--- src/rtl/osd_pkg.sv ---
// Shared OSD definitions: stream framing bytes, colour layer codes, loader
// state encoding and default glyph geometry. The overlay reader and the colour
// FSM use the same values.
package osd_pkg;

    localparam logic [7:0] SYNC0 = 8'hA5;
    localparam logic [7:0] SYNC1 = 8'h5A;

    localparam logic [1:0] LAYER_RED   = 2'd0;
    localparam logic [1:0] LAYER_GREEN = 2'd1;
    localparam logic [1:0] LAYER_BLUE  = 2'd2;
    localparam logic [1:0] LAYER_BLACK = 2'd3;

    localparam int OSD_W  = 50;
    localparam int OSD_H  = 50;
    localparam int OSD_AW = 12;

    typedef enum logic [1:0] {
        ST_IDLE  = 2'd0,
        ST_SYNC2 = 2'd1,
        ST_LAYER = 2'd2,
        ST_PIXEL = 2'd3
    } osd_ld_state_e;

endpackage

--- src/rtl/osd_pix_counter.sv ---
// Glyph pixel walker: tracks column x and the address of the current row's
// first pixel, and produces the RAM address for the current pixel plus a flag
// marking the final pixel of the glyph. Rows advance by adding W, so there is
// no multiplier anywhere in the address path.
module osd_pix_counter #(
    parameter int W      = 50,
    parameter int H      = 50,
    parameter int AW     = 12,
    parameter int MIRROR = 0
) (
    input  logic          clk,
    input  logic          rst_n,
    input  logic          clear,
    input  logic          step,
    output logic [AW-1:0] addr,
    output logic          last
);

    localparam int XW = (W > 1) ? $clog2(W) : 1;
    localparam logic [XW-1:0] X_LAST   = XW'(W - 1);
    localparam logic [AW-1:0] ROW_STEP = AW'(W);
    localparam logic [AW-1:0] ROW_END  = AW'(W - 1);
    localparam logic [AW-1:0] ROW_LAST = AW'((H - 1) * W);

    logic [XW-1:0] x_q, x_d;
    logic [AW-1:0] row_base_q, row_base_d;

    // Next column / row base: clear wins, otherwise wrap x at the row end.
    always_comb begin
        x_d        = x_q;
        row_base_d = row_base_q;
        if (clear) begin
            x_d        = '0;
            row_base_d = '0;
        end else if (step) begin
            if (x_q == X_LAST) begin
                x_d        = '0;
                row_base_d = row_base_q + ROW_STEP;
            end else begin
                x_d = x_q + XW'(1);
            end
        end
    end

    // Counter registers.
    always_ff @(posedge clk or negedge rst_n) begin
        if (!rst_n) begin
            x_q        <= '0;
            row_base_q <= '0;
        end else begin
            x_q        <= x_d;
            row_base_q <= row_base_d;
        end
    end

    // Mirrored glyphs walk each row from its high end down to the row base.
    always_comb begin
        if (MIRROR != 0) begin
            addr = row_base_q + ROW_END - AW'(x_q);
        end else begin
            addr = row_base_q + AW'(x_q);
        end
        last = (x_q == X_LAST) && (row_base_q == ROW_LAST);
    end

endmodule

--- src/rtl/osd_font_loader.sv ---
// Writer side of the OSD layer RAMs: frames the host byte stream with a
// two-byte sync, picks the target colour layer, packs R/G/B bytes into 24-bit
// pixels and writes one W x H glyph. A stalled host aborts the frame after
// TIMEOUT idle cycles; whatever was already written stays in the RAM.
//
//  state    | meaning
//  ---------+-----------------------------------------------------------
//  ST_IDLE  | hunting for the first sync byte
//  ST_SYNC2 | first sync seen, expecting the second (repeat first = stay)
//  ST_LAYER | next byte selects the layer; upper six bits must be zero
//  ST_PIXEL | collecting R,G,B triplets; every B byte writes one pixel
module osd_font_loader
    import osd_pkg::*;
#(
    parameter int W       = OSD_W,
    parameter int H       = OSD_H,
    parameter int AW      = OSD_AW,
    parameter int MIRROR  = 0,
    parameter int TIMEOUT = 65535
) (
    input  logic          clk,
    input  logic          rst_n,
    input  logic [7:0]    s_data,
    input  logic          s_valid,
    output logic          s_ready,
    output logic          wr_en,
    output logic [1:0]    wr_layer,
    output logic [AW-1:0] wr_addr,
    output logic [23:0]   wr_data,
    output logic          busy,
    output logic          done,
    output logic          err
);

    localparam int TW = $clog2(TIMEOUT + 1);
    localparam logic [TW-1:0] TMO_LOAD = TW'(TIMEOUT - 1);

    osd_ld_state_e state_q, state_d;
    logic [7:0]    r_q, r_d, g_q, g_d;
    logic [1:0]    bcnt_q, bcnt_d;
    logic [TW-1:0] tmo_q, tmo_d;
    logic          wr_en_q, wr_en_d;
    logic [1:0]    wr_layer_q, wr_layer_d;
    logic [AW-1:0] wr_addr_q, wr_addr_d;
    logic [23:0]   wr_data_q, wr_data_d;
    logic          busy_q, busy_d;
    logic          done_q, done_d;
    logic          err_q, err_d;
    logic          s_ready_q;

    logic          accept;
    logic          in_frame;
    logic          tmo_fire;
    logic          pix_clear;
    logic          pix_step;
    logic [AW-1:0] pix_addr;
    logic          pix_last;

    assign accept   = s_valid & s_ready_q;
    assign in_frame = (state_q == ST_LAYER) || (state_q == ST_PIXEL);

    osd_pix_counter #(
        .W      (W),
        .H      (H),
        .AW     (AW),
        .MIRROR (MIRROR)
    ) u_pix_counter (
        .clk   (clk),
        .rst_n (rst_n),
        .clear (pix_clear),
        .step  (pix_step),
        .addr  (pix_addr),
        .last  (pix_last)
    );

    // Idle watchdog: reloads on every accepted byte, counts down only inside a frame.
    always_comb begin
        tmo_d    = tmo_q;
        tmo_fire = 1'b0;
        if (accept) begin
            tmo_d = TMO_LOAD;
        end else if (in_frame) begin
            if (tmo_q == '0) begin
                tmo_fire = 1'b1;
            end else begin
                tmo_d = tmo_q - TW'(1);
            end
        end
    end

    // Next state, pixel packing and registered output values.
    always_comb begin
        state_d    = state_q;
        r_d        = r_q;
        g_d        = g_q;
        bcnt_d     = bcnt_q;
        wr_en_d    = 1'b0;
        wr_layer_d = wr_layer_q;
        wr_addr_d  = wr_addr_q;
        wr_data_d  = wr_data_q;
        done_d     = 1'b0;
        err_d      = 1'b0;
        pix_clear  = 1'b0;
        pix_step   = 1'b0;

        if (tmo_fire) begin
            err_d   = 1'b1;
            state_d = ST_IDLE;
        end else if (accept) begin
            unique case (state_q)
                ST_IDLE: begin
                    if (s_data == SYNC0) state_d = ST_SYNC2;
                end
                ST_SYNC2: begin
                    if (s_data == SYNC1) begin
                        state_d = ST_LAYER;
                    end else if (s_data != SYNC0) begin
                        state_d = ST_IDLE;
                    end
                end
                ST_LAYER: begin
                    if (s_data[7:2] == 6'd0) begin
                        wr_layer_d = s_data[1:0];
                        pix_clear  = 1'b1;
                        bcnt_d     = 2'd0;
                        state_d    = ST_PIXEL;
                    end else begin
                        err_d   = 1'b1;
                        state_d = ST_IDLE;
                    end
                end
                ST_PIXEL: begin
                    case (bcnt_q)
                        2'd0: begin
                            r_d    = s_data;
                            bcnt_d = 2'd1;
                        end
                        2'd1: begin
                            g_d    = s_data;
                            bcnt_d = 2'd2;
                        end
                        default: begin
                            wr_en_d   = 1'b1;
                            wr_data_d = {r_q, g_q, s_data};
                            wr_addr_d = pix_addr;
                            pix_step  = 1'b1;
                            bcnt_d    = 2'd0;
                            if (pix_last) begin
                                done_d  = 1'b1;
                                state_d = ST_IDLE;
                            end
                        end
                    endcase
                end
                default: state_d = ST_IDLE;
            endcase
        end

        // Keep busy through the done/err cycle so it drops on the cycle after.
        busy_d = (state_d == ST_PIXEL) || ((done_d || err_d) && busy_q);
    end

    // State, packing and output registers.
    always_ff @(posedge clk or negedge rst_n) begin
        if (!rst_n) begin
            state_q    <= ST_IDLE;
            r_q        <= '0;
            g_q        <= '0;
            bcnt_q     <= '0;
            tmo_q      <= '0;
            wr_en_q    <= 1'b0;
            wr_layer_q <= '0;
            wr_addr_q  <= '0;
            wr_data_q  <= '0;
            busy_q     <= 1'b0;
            done_q     <= 1'b0;
            err_q      <= 1'b0;
            s_ready_q  <= 1'b0;
        end else begin
            state_q    <= state_d;
            r_q        <= r_d;
            g_q        <= g_d;
            bcnt_q     <= bcnt_d;
            tmo_q      <= tmo_d;
            wr_en_q    <= wr_en_d;
            wr_layer_q <= wr_layer_d;
            wr_addr_q  <= wr_addr_d;
            wr_data_q  <= wr_data_d;
            busy_q     <= busy_d;
            done_q     <= done_d;
            err_q      <= err_d;
            s_ready_q  <= 1'b1;
        end
    end

    assign s_ready  = s_ready_q;
    assign wr_en    = wr_en_q;
    assign wr_layer = wr_layer_q;
    assign wr_addr  = wr_addr_q;
    assign wr_data  = wr_data_q;
    assign busy     = busy_q;
    assign done     = done_q;
    assign err      = err_q;

endmodule

--- config.mk ---
export PLATFORM = sky130hd
export DESIGN_NAME = osd_font_loader
export DESIGN_NICKNAME = d
export VERILOG_FILES = /design/src/rtl/osd_pkg.sv /design/src/rtl/osd_pix_counter.sv /design/src/rtl/osd_font_loader.sv
export SDC_FILE = /design/constraint.sdc
export NUM_CORES = 1
export LEC_CHECK = 0
export BUFFER_PORTS_ARGS = -buffer_cell sky130_fd_sc_hd__buf_2
export CORE_UTILIZATION = 62
export DETAILED_ROUTE_END_ITERATION = 12
export PLACE_DENSITY = 0.9
export SLEW_MARGIN = 5
export SYNTH_ARGS = -nofsm -noshare
export SYNTH_HDL_FRONTEND = slang
export SYNTH_SLANG_ARGS = --single-unit
--- constraint.sdc ---
create_clock -name clk -period 5.8 [get_ports clk]
set_input_delay 0.58 -clock clk [delete_from_list [all_inputs] [get_ports clk]]
set_output_delay 0.58 -clock clk [all_outputs]
set_load 0.01 [all_outputs]
==> impl_metrics.yaml, run 1 <==
timing:
  period_minus_slack_ns: 2.79
  finClkSkew_ns: 0.0133
  tns_ns: 0
  worst_pin_slew_ns: 1.00
  rsz0062_at_grt: "false"
  maxSlewHeadroom: 0.327
  fin_crit_sh: 0.481
  setup_viol: 0
  final_max_slew_viol_count: 0
  setup_ws_ns: 3.01
  timing.fmax_ghz: 0.359
  hold_viol: 0
routing:
  drt_first_pass_iters: 4
  vias: 3434
  ant_nets: 0
  wl_um: 9310
  dr.first_iter.drc_count: 210
  vias_per_cell: 5.81
  routedWlPerCell_um: 15.7
  post-route-drc-count: 0
layout:
  fillers: 523
  final_util: 0.727
  regArea_um2: 2400
  drive_gt1_frac: 0.216
  n_antenna_cell: 0
  area_growth_pct: 11.8
  multiInputGateArea_um2: 2000
  fin_nets: 510
run_status:
  outcome: "finished, final reports clean"
floorplanning:
  die_width_um: 87.1
  fp.dieH_um: 87.1
  io_pins: 54
  dieArea_um2: 7580
  core_area_um2: 6910
  initial_core_util: 0.650
  row_count: 30
setup_path:
  crit_fanout: 55
  end_kind: "register"
  path_class: "register to register"
  cp-start-kind: "register"
  arrival_ns: 3.06
  cp.required_ns: 6.07
yosys:
  synth-edff-count: 0
  synth_top_area_share: 0.535
  yosysTopAreaCell: "dfrtp_1"
  async_reset_ff_frac: 1.00
  synth_ff_type: "dfrtp_1"
  synth_nets: 459
  yosysMostFrequentCell: "nand2_1"
  yosysSeqAreaShare: 0.535
  ys_ff_latch: 96
  syn-instance-count: 439
  syn_area_per_cell_um2: 10.2
  yosys.cell_types.count: 55
  synth_area_um2: 4490
  ys_top_cells_by_area: "dfrtp_1 54%, nand2_1 8.9%, mux2_2 5.0%"
  yosys-top-cells-count: "107 x nand2_1, 96 x dfrtp_1, 25 x nor2_1"
  synth_warnings: 0
global_route:
  grt_max_degree: 56
  grt.total_usage: 0.270
  grt.overflow.total: 0
  grt_pass1_wl_um: 15600
  grt_pass1_vias: 3278
  antenna_found_initial: 0
clock_network:
  cts_root_buffer: "clkbuf_8"
  h-tree-depth: 3
  clock_sinks: 96
  clockBufferDepth: 2
  cts_resized: 0
  clk_latency_ns: 0.38
  cts-buffers-inserted: 9
  cts_hold_buf: 0
  cts_tree: "built"
  cts_setup_buffers: 0
  clk_pin_slew_ns: 0.10
place:
  hpwl_um: 6530
  post-place-ws_ns: 2.88
  io_buffers: 53
  routabilityCongestion: 0.855
power:
  ir_drop_uv: 290
  power_w: 0.00191
  power_density_nw_per_um2: 381
  p_leak_nw: 2.39
flow_run:
  maxCapViolCount: 0
min_path:
  hold_class: "input pin to asynchronous set/reset pin"
[worst paths after layout]
| kind | start | endpoint | slack, ns | depth (start not counted) |
|---|---|---|---|---|
| min in group clk | s_data[2] | wr_data[2]$_DFFE_PN0P_ | 0.46 | 3 |
| max in group asynchronous | rst_n | wr_data[10]$_DFFE_PN0P_ | 4.57 | 2 |
| worst min register to register | r_q[2]$_DFFE_PN0P_ | wr_data[18]$_DFFE_PN0P_ | 0.47 | 2 |
| worst min-delay path | rst_n | u_pix_counter.row_base_q[2]$_DFFE_PN0P_ | 0.21 | 1 |
| worst max-delay path | state_q[1]$_DFF_PN0_ | u_pix_counter.x_q[4]$_DFFE_PN0P_ | 3.01 | 7 |
| worst max register to register | state_q[1]$_DFF_PN0_ | u_pix_counter.x_q[4]$_DFFE_PN0P_ | 3.01 | 7 |
[sequential cells by signal, indices dropped and copies added, names as in the netlist]
signal                    count
bcnt_q                        2
busy                          1
done                          1
err                           1
g_q                           8
r_q                           8
s_ready                       1
state_q                       2
tmo_q                        16
u_pix_counter.row_base_q     11
u_pix_counter.x_q             6
wr_addr                      12
wr_data                      24
wr_en                         1
wr_layer                      2
[power by group]
group / internal (W) / leakage [nW] / switching [W]
Clock: 0.000164 / 0.0929 / 0.000249
Sequential: 0.000851 / 1.18 / 0.000131
Combinational: 0.000230 / 1.11 / 0.000288
[cell usage in the layout (no fill, tap or decap), types with 8 or more instances in the layout]
cell,instances
nor2_1,25
mux2_2,20
a21oi_1,8
nand2_1,107
nand3_1,11
ha_1,9
xor2_1,11
clkbuf_8,9
buf_2,52
xnor2_1,13
dfrtp_1,96
inv_1,8
o21ai_0,22
[critical path: stages (launching register included)]
cell       delay, ns
dfrtp_1         0.49
and3_1          0.44
nand3_2         0.11
buf_4           0.31
inv_1           0.72
o2111ai_1       0.28
xnor2_1         0.17
and2_1          0.15
[kinds of logic (layout without fill, tap and decap cells)]
family                   after synthesis  count (layout)  share of synthesized area
AND/OR/NAND/NOR                      195             195                      0.213
flip-flops                            96              96                      0.535
AO/OA/AOI/OAI                         69              69                      0.105
XOR/XNOR                              24              24                     0.0468
buffers and inverters                 24              80                     0.0215
multiplexers                          21              21                     0.0524
adder cells (fa/ha/maj)                9               9                     0.0251
other                                  1               1                   0.000835
[final cells by class]
type,count,share of cell area
timing repair buffer,56,0.0578
clock inverter,7,0.0117
multi-input combinational,319,0.397
tap,96,0.0239
inverter,8,0.00598
clock buffer,9,0.0247
sequential,96,0.478
[through the flow]
stage,cell area [µm²],hold slack [ns],std cells
floorplan,4490,0.284,439
global placement,4840,0.449,575
detailed placement,4840,0.457,575
CTS,5020,0.218,591
global route,5020,0.261,591
finish,5020,0.205,591
[layer usage]
metal,global-route usage,share of wire
met3,0.0521,0.043
met2,0.420,0.49
met5,0,0
met1,0.371,0.45
met4,0.122,0.022
No activity file was read; power rests on OpenSTA's default activity.
==> inputs of run 2 (changes only) <==
CORE_UTILIZATION = 58   (was 62)
PLACE_DENSITY = 0.86   (was 0.9)
clock period = 2.83 ns   (was 5.8 ns; I/O delays follow)
==> impl_metrics.yaml, run 2 (synthesized netlist as in run 1, its figures left out) <==
floorplanning:
  die_width_um: 90.0
  io_pins: 54
  core_area_um2: 7370
  fp.dieH_um: 90.0
  dieArea_um2: 8100
  initial_core_util: 0.609
  row_count: 31
routing:
  vias: 3486
  ant_nets: 0
  routedWlPerCell_um: 15.2
  dr.first_iter.drc_count: 302
  drt_first_pass_iters: 5
  vias_per_cell: 5.81
  wl_um: 9110
  post-route-drc-count: 0
setup_path:
  cp-start-kind: "register"
  path_class: "register to register"
  critPathLaunch: "u_pix_counter.x_q[3]$_DFFE_PN0P_"
  crit_fanout: 7
  arrival_ns: 2.48
  r2r_start: "u_pix_counter.x_q[3]$_DFFE_PN0P_"
  end_kind: "register"
  r2r_setup_slack_ns: 0.58
  cp.required_ns: 3.06
clock_network:
  cts_root_buffer: "clkbuf_8"
  cts_setup_buffers: 0
  cts_tree: "built"
  clk_pin_slew_ns: 0.09
  clockBufferDepth: 2
  clock_sinks: 96
  h-tree-depth: 3
  clk_latency_ns: 0.37
  cts-buffers-inserted: 9
timing:
  fin_crit_sh: 0.794
  timing.fmax_ghz: 0.445
  setup_ws_ns: 0.583
  hold_viol: 0
  setup_viol: 0
  final_max_slew_viol_count: 0
  maxSlewHeadroom: 0.525
  worst_pin_slew_ns: 0.712
  period_minus_slack_ns: 2.25
  finClkSkew_ns: 0.00655
  tns_ns: 0
  rsz0062_at_grt: "false"
layout:
  final_util: 0.688
  layout_commonest_cell: "nand2_1"
  n_antenna_cell: 0
  largest_reg_flops: 24
  drive_gt1_frac: 0.222
  area_growth_pct: 13.0
  most-common-layout-cells: "107 x nand2_1, 96 x dfrtp_1, 52 x buf_2"
  fin_nets: 516
  stdcell_count: 600
flow_run:
  maxCapViolCount: 0
power:
  p_leak_nw: 2.41
  ir_drop_uv: 696
  power_w: 0.00388
  power_density_nw_per_um2: 765
global_route:
  grt.overflow.total: 0
  antenna_found_initial: 0
  grt_pass1_wl_um: 15700
  grt_max_degree: 54
  grt.total_usage: 0.241
  grt_pass1_vias: 3257
place:
  dp.cells: 583
  io_buffers: 53
  post-place-ws_ns: 0.587
  hpwl_um: 6490
  routabilityCongestion: 0.863
run_status:
  outcome: "finished, final reports clean"
min_path:
  min_from: "s_data[5]"
  hold_class: "input pin to register"
-- run 2: cell count changes in the layout (fill, tap and decap cells not counted) --
cell           before  now
inv_6               4    1
clkbuf_1            0    1
dlygate4sd3_1       0    1
buf_4               4    9
clkinv_4            0    3
clkinv_2            1    0
-- run 2: layer usage --
| layer | part of all wire | global-route usage |
|---|---|---|
| met5 | 0 | 0 |
| met4 | 0.016 | 0.0618 |
| met3 | 0.049 | 0.0516 |
| met2 | 0.49 | 0.392 |
| met1 | 0.44 | 0.333 |
-- run 2: cell type report --
class / count / area (µm²)
well taps: 99 / 124
clock inverters: 6 / 53.8
multi-input cells: 319 / 2000
clock buffers: 10 / 128
flip-flops and latches: 96 / 2400
fillers: 556 / 2300
repair buffers: 62 / 338
inverters: 8 / 30.0
-- run 2: what timing repair did --
item	in CTS	in global routing
hold endpoints to repair	51	0
hold buffers	1	0
gates resized for setup	0	0
-- run 2: worst paths after layout --
kind	end	cells after the start
hold / removal	wr_data[5]$_DFFE_PN0P_	3
hold reg to reg	wr_data[17]$_DFFE_PN0P_	2
setup reg to reg	wr_addr[11]$_DFFE_PN0P_	6
min in group asynchronous	wr_addr[4]$_DFFE_PN0P_	2
setup / recovery	wr_addr[11]$_DFFE_PN0P_	6
max in group asynchronous	u_pix_counter.row_base_q[7]$_DFFE_PN0P_	3
-- run 2: stage by stage --
step,area (µm²),hold slack [ns]
after floorplan,4490,-0.0126
after global placement,4880,0.341
after detailed placement,4880,0.348
after CTS,5070,0.175
after global routing,5070,0.177
final,5070,0.178
-- run 2: power by group --
part	switching (W)	total, W	internal, W
clock network	0.000493	0.000827	0.000333
logic	0.000578	0.00106	0.000479
registers	0.000253	0.00200	0.00174
total	0.00132	0.00388	0.00256
-- run 2: worst max-delay path, cell delays in order (launching register included) --
cell	delay, ns
dfrtp_1	0.47
ha_1	0.35
and3_1	0.21
a2111oi_2	0.70
nor2_1	0.14
xnor2_1	0.16
o21ai_0	0.09
